$ cat src/rtl/ro_puf_pkg.sv
// Shared types and sizes for the ring-oscillator PUF challenge sequencer.
package ro_puf_pkg;

    localparam int unsigned NUM_RO   = 16;
    localparam int unsigned RO_IDX_W = $clog2(NUM_RO);
    localparam int unsigned CHAL_W   = 2 * RO_IDX_W;

    typedef enum logic [2:0] {
        ST_IDLE,
        ST_SETTLE,
        ST_COUNT,
        ST_COMPARE,
        ST_DONE
    } ro_puf_state_t;

endpackage

$ cat src/rtl/ro_edge_counter.sv
// Synchronizes one multiplexed oscillator output and counts its rising edges,
// saturating at the counter maximum.
module ro_edge_counter #(
    parameter int unsigned CNT_W = 16
) (
    input  logic             clk,
    input  logic             rst_n,
    input  logic             ro,
    input  logic             clr,
    input  logic             en,
    output logic [CNT_W-1:0] count
);

    localparam logic [CNT_W-1:0] CNT_MAX = '1;

    logic sync1;
    logic sync2;
    logic prev;
    logic rise;

    assign rise = sync2 & ~prev;

    always_ff @(posedge clk or negedge rst_n) begin
        if (!rst_n) begin
            sync1 <= 1'b0;
            sync2 <= 1'b0;
            prev  <= 1'b0;
            count <= '0;
        end else begin
            sync1 <= ro;
            sync2 <= sync1;
            prev  <= sync2;
            if (clr) begin
                count <= '0;
            end else if (en && rise && (count != CNT_MAX)) begin
                count <= count + CNT_W'(1);
            end
        end
    end

endmodule

$ cat src/rtl/ro_puf_ctrl.sv
// Challenge sequencer: selects two oscillators, settles, counts edges over a
// fixed window and compares the counts into one response bit.
module ro_puf_ctrl
    import ro_puf_pkg::*;
#(
    parameter int unsigned SETTLE_CYCLES = 16,
    parameter int unsigned WINDOW_CYCLES = 1024,
    parameter int unsigned CNT_W         = 16
) (
    input  logic                clk,
    input  logic                rst_n,
    input  logic                start,
    input  logic [CHAL_W-1:0]   challenge,
    input  logic                ro_a,
    input  logic                ro_b,
    output logic [RO_IDX_W-1:0] sel_a,
    output logic [RO_IDX_W-1:0] sel_b,
    output logic                ro_en,
    output logic                busy,
    output logic                done,
    output logic                response,
    output logic                tie,
    output logic                err,
    output logic [CNT_W-1:0]    count_a,
    output logic [CNT_W-1:0]    count_b
);

    localparam int unsigned MAX_CYC = (WINDOW_CYCLES > SETTLE_CYCLES) ? WINDOW_CYCLES : SETTLE_CYCLES;
    localparam int unsigned TMR_W   = $clog2(MAX_CYC) + 1;

    ro_puf_state_t          state;
    logic [TMR_W-1:0]       tmr;
    logic [RO_IDX_W-1:0]    idx_a;
    logic [RO_IDX_W-1:0]    idx_b;
    logic                   cnt_clr;
    logic                   cnt_en;

    assign idx_a   = challenge[CHAL_W-1:RO_IDX_W];
    assign idx_b   = challenge[RO_IDX_W-1:0];
    assign cnt_clr = (state == ST_IDLE) && start;
    assign cnt_en  = (state == ST_COUNT);

    ro_edge_counter #(.CNT_W(CNT_W)) u_cnt_a (
        .clk   (clk),
        .rst_n (rst_n),
        .ro    (ro_a),
        .clr   (cnt_clr),
        .en    (cnt_en),
        .count (count_a)
    );

    ro_edge_counter #(.CNT_W(CNT_W)) u_cnt_b (
        .clk   (clk),
        .rst_n (rst_n),
        .ro    (ro_b),
        .clr   (cnt_clr),
        .en    (cnt_en),
        .count (count_b)
    );

    always_ff @(posedge clk or negedge rst_n) begin
        if (!rst_n) begin
            state    <= ST_IDLE;
            tmr      <= '0;
            sel_a    <= '0;
            sel_b    <= '0;
            ro_en    <= 1'b0;
            busy     <= 1'b0;
            done     <= 1'b0;
            response <= 1'b0;
            tie      <= 1'b0;
            err      <= 1'b0;
        end else begin
            done <= 1'b0;
            case (state)
                ST_IDLE: begin
                    if (start) begin
                        tmr      <= '0;
                        response <= 1'b0;
                        tie      <= 1'b0;
                        // Same oscillator on both sides would compare a ring against itself.
                        if (idx_a == idx_b) begin
                            err   <= 1'b1;
                            done  <= 1'b1;
                            state <= ST_DONE;
                        end else begin
                            err   <= 1'b0;
                            sel_a <= idx_a;
                            sel_b <= idx_b;
                            ro_en <= 1'b1;
                            busy  <= 1'b1;
                            state <= ST_SETTLE;
                        end
                    end
                end
                ST_SETTLE: begin
                    if (tmr == TMR_W'(SETTLE_CYCLES - 1)) begin
                        tmr   <= '0;
                        state <= ST_COUNT;
                    end else begin
                        tmr <= tmr + TMR_W'(1);
                    end
                end
                ST_COUNT: begin
                    if (tmr == TMR_W'(WINDOW_CYCLES - 1)) begin
                        ro_en <= 1'b0;
                        state <= ST_COMPARE;
                    end else begin
                        tmr <= tmr + TMR_W'(1);
                    end
                end
                ST_COMPARE: begin
                    response <= (count_a > count_b);
                    tie      <= (count_a == count_b);
                    busy     <= 1'b0;
                    done     <= 1'b1;
                    state    <= ST_DONE;
                end
                ST_DONE: begin
                    state <= ST_IDLE;
                end
                default: begin
                    state <= ST_IDLE;
                end
            endcase
        end
    end

endmodule

$ cat config.mk
export PLATFORM = sky130hd
export DESIGN_NAME = ro_puf_ctrl
export DESIGN_NICKNAME = d
export VERILOG_FILES = /design/src/rtl/ro_puf_pkg.sv /design/src/rtl/ro_edge_counter.sv /design/src/rtl/ro_puf_ctrl.sv
export SDC_FILE = /design/constraint.sdc
export NUM_CORES = 1
export LEC_CHECK = 0
export CORE_MARGIN = 1.5
export CORE_UTILIZATION = 43
export CTS_CLUSTER_DIAMETER = 200
export DETAILED_ROUTE_END_ITERATION = 12
export PLACE_DENSITY = 0.66
export SYNTH_ARGS = -nofsm -noshare
export SYNTH_HDL_FRONTEND = slang
export SYNTH_SLANG_ARGS = --single-unit
export TNS_END_PERCENT = 10
$ cat constraint.sdc
create_clock -name clk -period 2.2 [get_ports clk]
set_input_delay 0.44 -clock clk [delete_from_list [all_inputs] [get_ports clk]]
set_output_delay 0.44 -clock clk [all_outputs]
set_load 0.05 [all_outputs]
==> metrics, run 1 <==
DP Cell Count 550; Worst Skew slightly above 6 ps; Final TNS setup 0 ps; nets ~500; Diodes inserted 0; Post-synth EDFFs 0; WL per Instance approximately 15 um; Cell Area, Synth ~0.0037 sq mm; register area between 0.0015 and 0.002 sq mm; syn_area_per_cell 9.548 sq um; Synth top area share roughly 45%; CP Buf/Inv Count 1; CP Cell Sequence clkdlybuf4s50_1; Synth area leader dfrtp_1; Worst Setup SP u_cnt_b.count[3]; Die ar. between 0.009 and 0.01 sq mm; R2R setup slack 80 ps; library cells used by synthesis 53; via count just over 3,000; # IOs between 50 and 60; LEAKAGE 2.018 nW; number of global-route vias before repair between 3,000 and 4,000; pre-CTS WS 60.12 ps; first-pass GRT wire length 14,460 um; number of port buffers 58; RSZ-0062 raised after global routing no; Initial Util 44.52%; sequential area share after synthesis between 40% and 50%; crit path max-delay cell type clkdlybuf4s50_1; r2r worst-path depth 5; Slew headroom about 64%; largest net degree at the start of global routing 67; Reg2Reg Capture Point tmr[3]; Critical Path Max Stage Delay between 800 and 900 ps; Post-DP HPWL 6329 um; gr ovfl total 0; latest clock arrival within the worst-skew pair around 340 ps; Max Cap Violations 0; VDD IR-drop max 399.0 uV; largest cells by area after synthesis dfrtp_1 45%, ha_1 6.5%, xnor2_1 6.2%, nand2_1 4.0%, nor2_1 4.0%; DRT Wirelength 8661 um; Tcrit/Tclk final a little over nine tenths; Core Box Area 0.008258 sq mm; H-tree Lvls 3; Final min period 2138 ps; clock sink total 66; Cell Rows 33; Commonest cells post-synth 66 x dfrtp_1, 39 x nand2_1, 39 x nor2_1, 26 x xnor2_1, 25 x inv_1; CTS tree done; Post-Syn Nets 417; Routed Antenna Nets 0; endpoint type of the worst setup path output port; Ys Warns 0; drt initial violations roughly 130; CP Max Fanout 8; fin cells 566; post-route worst setup slack 62.48 ps; CP Launch Type flip-flop; All-Layer GR Usage between 20% and 30%; HP Class input pin to async pin; Synth-to-Final Area Change 26.79%; drt pass-1 iters 4; clock buffer depth 2; initial antenna violation count 0; status finished, final reports clean; Max Clk Rate 467.8 MHz; Vias/cell 5.424; data required time of the worst path 1760 ps; # fillers 747; Num CTS Buffers 9; Main synth FF type dfrtp_1; Worst EP arrival 1700 ps; Die W between 90 and 100 um; cts hold-fix bufs 0; count leader, synth dfrtp_1; Cell Pwr Density ~860 mW/mm^2; GP Congestion 0.8601; post-synthesis register bit count 66; Post-synth ARST share between 90% and 100%; DRC viols 0; Clock Pin Slew Worst Setup and Hold Paths 70 ps; Cells after Synth 385; Slew Viols, Final 0; Final Hold Fails 0; layout cells sized above 1 between 10% and 20%; Chip Height between 90 and 100 um; final setup violating endpoints 0; post-route total power 4.014 mW; CTS Root Cell clkbuf_8; Crit path max-delay family buffers and inverters; CP Class flip-flop to output port; Least-Margin Pin Slew 530.3 ps; worst flop-to-flop path startpoint state[0]; area of the multi-input gates roughly 0.0019 sq mm
how the worst max path moves through the flow:
stage / endpoint / slack (ps) / depth (start not counted)
floorplan: u_cnt_b.count[7] / 50 / 5
global placement: tmr[7] / 150 / 6
detailed placement: tmr[3] / 60 / 6
CTS: count_a[10] / 30 / 1
global route: count_a[1] / 8 / 1
finish: count_b[3] / 60 / 1
through the flow:
stage	hold slack (ps)	utilization [%]	instance area, sq um
detailed placement	335.8	53.91	4452
floorplan	144.4	-	3685
global placement	331.6	53.91	4452
CTS	113.3	56.27	4647
finish	101.3	56.44	4661
global route	121.4	56.44	4661
routing by layer:
metal | GRT usage (%) | vias to the layer above | part of all wire (%)
li1 | - | 1515 | -
met1 | 28.23 | 1489 | 49
met2 | 31.97 | 49 | 47
met3 | 3.668 | 17 | 2.1
met4 | 10.66 | 0 | 2.0
met5 | 0 | - | 0
power by group:
| part | internal, mW | leakage (nW) | switching (mW) | total (mW) |
|---|---|---|---|---|
| registers | 1.40 | 0.871 | 0.182 | 1.58 |
| clock network | 0.551 | 0.103 | 0.469 | 1.02 |
| logic | 0.539 | 1.04 | 0.878 | 1.42 |
| total | 2.48 | 2.02 | 1.53 | 4.01 |
final cells by class:
cell class	count	area share (%)
clock buffers	11	3.034
clock inverters	5	1.154
inverters	25	2.013
multi-input cells	284	40.56
flip-flops and latches	66	35.44
well taps	105	2.819
repair buffers	70	14.98
registers in the layout, summed over array words and instances (netlist names):
name,count
tie,1
sel_a,4
u_cnt_b.sync1,1
state,3
response,1
busy,1
u_cnt_b.prev,1
u_cnt_a.prev,1
u_cnt_a.count,16
sel_b,4
u_cnt_b.sync2,1
ro_en,1
tmr,11
err,1
u_cnt_a.sync2,1
u_cnt_b.count,16
done,1
u_cnt_a.sync1,1
cell families after synthesis:
kind of cell | synth area share, %
buffers and inverters | 4.050
xor gates and xnor gates | 6.910
DFF | 44.93
muxes | 3.268
adders and majority gates | 6.467
AOI/OAI and AO/OA | 10.89
and+or+nand+nor | 23.48
repair_timing:
action,4_1_cts,5_1_grt
resized for setup,0,5
buffers inserted,0,0
endpoints found under the hold margin,0,0
setup endpoints to repair,0,5
cell usage in the layout, fill, tap and decap left out, types with 4 or more instances in the layout:
master	count
a211oi_1	4
a21oi_1	18
a2bb2oi_1	4
and3_1	4
buf_4	10
clkbuf_8	10
clkdlybuf4s50_1	54
dfrtp_1	66
ha_1	19
inv_1	25
mux2_2	8
nand2_1	39
nand3_1	19
nand4_1	12
nor2_1	39
nor3_1	9
nor4_1	13
o21ai_0	8
o21ai_1	5
o31ai_1	4
or2_2	4
or3_1	7
xnor2_1	26
Power figures use the tool's default switching activity.
==> run 2, diff against run 1 <==
Settings changed: CORE_ASPECT_RATIO from default to 0.8.
Clock period 2.2 ns to 2.7 ns, I/O delays scaled along.
==> run 2 against run 1 <==
Net effect: wire length fell by 0.81%; clock skew increased by 1.9 ps; combinational power shrank 22%; critical path type is now flip-flop to flip-flop; critical endpoint is now u_cnt_b.count[11]; highest routed layer unchanged.
==> metrics, run 2 (synthesis results as in run 1) <==
Chip Height 85.70 um (-10%); Diodes inserted 0 (unchanged); Cell Pwr Density 726.1 mW/mm^2 (-16%); Final Hold Fails 0 (unchanged); commonest non-fill, non-tap cell in the layout dfrtp_1; worst flop-to-flop path startpoint state[1]; WL per Instance 15.29 um (-0.10%); DRC viols 0 (unchanged); LEAKAGE 1.907 nW (-5.5%); Post-CTS Resized 0 (unchanged); clock sink total 66 (unchanged); Cell Rows 29 (-12%); status finished, final reports clean; drt pass-1 iters 4 (unchanged); Initial Util 45.43% (+0.92 points); Fin Hold WS 193.8 ps (+92.52 ps); largest net degree at the start of global routing 67 (unchanged); endpoint type of the worst setup path flip-flop; Slew Viols, Final 0 (unchanged); H-tree Lvls 3 (unchanged); Synth-to-Final Area Change 25.19%; Core Box Area 0.008092 sq mm (-2.0%); Max Clk Rate 445.7 MHz; # Post-CTS Setup Buffers 0 (unchanged); via count 3,017 (-1.7%); Tcrit/Tclk final 83.11%; biggest regs u_cnt_a.count (16), u_cnt_b.count (16), tmr (11); CP Max Fanout 16 (+8); Worst Skew 8.113 ps (+1.885 ps); initial antenna violation count 0 (unchanged); layout cells sized above 1 9.251% (-1.8 points); Final TNS setup 0 ps (unchanged); All-Layer GR Usage 20.75% (-0.12 points); first-pass GRT wire length 14,860 um (+2.7%); CTS tree done; DRT Wirelength 8591 um (-0.81%); final setup violating endpoints 0 (unchanged); CP Class flip-flop to flip-flop; Post-DP HPWL 6192 um (-2.2%); GP Congestion 0.8505 (-1.1%); Slew headroom 42.80% (-22 points); Least-Margin Pin Slew 846.9 ps (+316.5 ps); Vias/cell 5.368 (-1.0%); R2R setup slack 460 ps (+380 ps); VDD IR-drop max 620.2 uV (+55%); # fillers 772 (+3.3%); clock buffer depth 2 (unchanged); Num CTS Buffers 9 (unchanged); Max Cap Violations 0 (unchanged); number of port buffers 58 (unchanged); cts hold-fix bufs 0 (unchanged); nets 481 (-1.4%); Die W 106.4 um (+11%); Clock Pin Slew Worst Setup and Hold Paths 70 ps (about the same); drt initial violations 118 (-9.9%); r2r worst-path depth 5 (unchanged); gr ovfl total 0 (unchanged); Die ar. 0.009116 sq mm (about the same); CP Launch Type flip-flop; # IOs 59 (unchanged); Reg2Reg Capture Point u_cnt_b.count[11]; data required time of the worst path 2970 ps (+1210 ps); number of global-route vias before repair 2,950 (-3.0%); Final min period roughly 2200 ps; RSZ-0062 raised after global routing no; Worst EP arrival 2510 ps (+810 ps); HP Class input pin to async pin; commonest non-fill, non-tap cells in the layout 66 x dfrtp_1, 57 x clkdlybuf4s50_1, 39 x nor2_1, 39 x nand2_1, 26 x xnor2_1; latest clock arrival within the worst-skew pair 340 ps (about the same); CTS Root Cell clkbuf_8; Routed Antenna Nets 0 (unchanged)
==> run 2: power breakdown <==
group	switching (mW)	internal (mW)	total, mW
registers	0.164	1.14	1.30
clock network	0.385	0.546	0.932
logic	0.700	0.408	1.11
==> run 2: area by class of cell <==
type	count	area [sq um]	area share, %
Multi-Input combinational cell	284	1876	40.76
Sequential cell	66	1652	35.89
Timing Repair Buffer	63	625.6	13.59
Clock buffer	12	145.1	3.154
Tap cell	108	135.1	2.936
Inverter	25	93.84	2.039
Clock inverter	4	75.07	1.631
==> run 2: routing by layer <==
metal | routed length [um] | GRT usage [%]
met4 | 131 | 7.494
met5 | 0 | 0
met1 | 4537 | 31.07
met2 | 3601 | 29.62
met3 | 321 | 4.179
==> run 2: worst max-delay path by stage <==
stage	start	end	slack [ps]	cells past startpoint
2_1_floorplan	u_cnt_a.count[0]	u_cnt_a.count[2]	460	6
4_1_cts	u_cnt_b.count[2]	count_b[2]	450	1
5_1_grt	state[1]	u_cnt_b.count[5]	280	5
3_3_place_gp	start	tmr[3]	450	6
3_5_place_dp	start	tmr[3]	350	6
6_report	state[1]	u_cnt_b.count[11]	460	5
==> run 2: worst max-delay path, stage by stage, from the launching register on <==
cell and delay, ps:
dfrtp_1 610, or3b_1 490, nor4_4 380, o211ai_2 190, or3_1 340, a21oi_1 150
==> run 2: per-stage QoR <==
| stage | instances | worst slack (ps) | util (%) | power, mW | instance area [sq um] |
|---|---|---|---|---|---|
| finish | 562 | 456.2 | 56.87 | 3.342 | 4602 |
| CTS | 562 | 446.6 | 56.87 | 3.374 | 4602 |
| floorplan | 385 | 464.2 | - | 2.090 | 3676 |
| global route | 562 | 276.0 | 56.87 | 3.528 | 4602 |
| global placement | 546 | 453.5 | 54.15 | 2.404 | 4382 |
| detailed placement | 546 | 350.8 | 54.15 | 2.426 | 4382 |
==> run 3, diff against run 2 <==
Clock period 2.7 ns to 2.2 ns, I/O delays scaled along.
==> run 3 against run 2 <==
Net effect: largest power group unchanged; register-to-register slack got worse by 370 ps; critical path depth decreased by 4; global-route usage increased by 0.15 points; clock skew about the same; die area unchanged.
==> metrics, run 3 (synthesis results as in run 1) <==
CP Max Fanout 6 (-10); LEAKAGE 2.002 nW (+5.0%); number of port buffers 58 (unchanged); Routed Antenna Nets 0 (unchanged); Post-CTS Resized 0 (unchanged); Core Util, Final 57.89% (+1.0 points); Final TNS setup 0 ps (unchanged); Reg2Reg Capture Point tmr[3]; CP Launch Type flip-flop; initial antenna violation count 0 (unchanged); drt initial violations 154 (+31%); WL per Instance 15.48 um (+1.2%); DRC viols 0 (unchanged); Cell Rows 29 (unchanged); Die ar. 0.009116 sq mm (unchanged); post-route worst setup slack 53.19 ps (-403.0 ps); Tcrit/Tclk final 97.58%; crit path max-delay cell type clkdlybuf4s50_1; HP Class input pin to async pin; Max Clk Rate roughly 470 MHz; layout cells sized above 1 12.45% (+3.2 points); gr ovfl total 0 (unchanged); Num CTS Buffers 9 (unchanged); Synth-to-Final Area Change 27.43%; Post-DP HPWL 6498 um (+4.9%); commonest non-fill, non-tap cells in the layout 65 x dfrtp_1, 55 x clkdlybuf4s50_1, 39 x nor2_1, 39 x nand2_1, 26 x xnor2_1; Initial Util 45.43% (unchanged); CTS tree done; Cell Pwr Density 844.3 mW/mm^2 (+16%); pre-CTS WS 65.63 ps (-285.1 ps); Die W 106.4 um (unchanged); CP Class flip-flop to output port; Flop pwr share 40.2% (+1.2 points); Least-Margin Pin Slew 550.8 ps (-296.0 ps); Vias/cell 5.430 (+1.2%); Critical Path Max Stage Delay 860 ps (+250 ps); Switching Fraction 40.13% (+2.7 points); Worst EP arrival 1710 ps (-800 ps); clock buffer depth 2 (unchanged); Slew headroom 63.00% (+20 points); CP Cell Sequence clkdlybuf4s50_1; GP Congestion 0.8398 (-1.3%); Core Box Area 0.008092 sq mm (unchanged); commonest non-fill, non-tap cell in the layout dfrtp_1; DRT Wirelength 8884 um (+3.4%); Logic pwr share 36.4% (+3.2 points); Crit path max-delay family buffers and inverters; via count 3,117 (+3.3%); CP Buf/Inv Count 1 (+1); RSZ-0062 raised after global routing no; drt pass-1 iters 4 (unchanged); Slew Viols, Final 0 (unchanged); status finished, final reports clean; All-Layer GR Usage 20.90% (+0.15 points); r2r worst-path depth 5 (unchanged); sw power 1.587 mW (+27%); Final min period 2147 ps; worst flop-to-flop path startpoint state[1]; # Post-CTS Setup Buffers 0 (unchanged); Worst Skew 8.591 ps (+0.4777 ps); latest clock arrival within the worst-skew pair 350 ps (about the same); cts hold-fix bufs 0 (unchanged); Clk pwr share 23.4% (-4.5 points); biggest regs u_cnt_a.count (16), u_cnt_b.count (16), tmr (11); Final Hold Fails 0 (unchanged); H-tree Lvls 3 (unchanged); Diodes inserted 0 (unchanged); R2R setup slack 90 ps (-370 ps); Clock Pin Slew Worst Setup and Hold Paths 80 ps (about the same); Chip Height 85.70 um (unchanged); Max Cap Violations 0 (unchanged); CTS Root Cell clkbuf_8; Power Internal 2.368 mW (+13%); final setup violating endpoints 0 (unchanged); # IOs 59 (unchanged); first-pass GRT wire length 14,990 um (+0.88%); clock sink total 66 (unchanged); data required time of the worst path 1760 ps (-1210 ps); Fin Hold WS 32.79 ps (-161.0 ps); largest net degree at the start of global routing 35 (-48%); nets 493 (+2.5%); VDD IR-drop max 977.3 uV (+58%); endpoint type of the worst setup path output port; number of global-route vias before repair 3,107 (+5.3%)
[run 3: worst max-delay path by stage]
stage	start	endpoint	slack, ps	cells after the start
floorplan	u_cnt_b.count[6]	u_cnt_b.count[7]	50	5
global placement	state[0]	tmr[7]	140	5
detailed placement	start	tmr[3]	70	6
CTS	u_cnt_a.count[10]	count_a[10]	20	1
global route	u_cnt_b.count[3]	count_b[3]	2	1
finish	u_cnt_a.count[4]	count_a[4]	50	1
[run 3: power groups by stage]
stage	clock network [mW]	logic (mW)	registers [mW]
after floorplan	0	0.606	1.96
after global placement	0	1.42	1.60
after detailed placement	0	1.44	1.60
after CTS	0.951	1.44	1.58
after global routing	1.01	1.55	1.62
final	0.925	1.44	1.59
[run 3: layer usage]
metal  vias up  wire (um)  GRT usage [%]
met2        86       3898          31.20
li1       1530          -              -
met3        11        493          5.775
met4         0        117          6.757
met1      1490       4375          29.51
met5         -          0              0
[run 3: stage by stage]
step | instances | power (mW) | instance area [sq um]
2_1_floorplan | 385 | 2.565 | 3685
3_3_place_gp | 558 | 3.017 | 4493
3_5_place_dp | 558 | 3.044 | 4493
4_1_cts | 574 | 3.978 | 4671
5_1_grt | 574 | 4.181 | 4684
6_report | 574 | 3.955 | 4684
[run 3: area by class of cell]
cell class / instances / area, sq um
tap: 108 / 135.1
timing repair buffer: 75 / 733.2
multi-input combinational: 284 / 1892
inverter: 25 / 93.84
fill: 742 / 3407
clock buffer: 9 / 123.9
sequential: 66 / 1653
clock inverter: 7 / 53.80
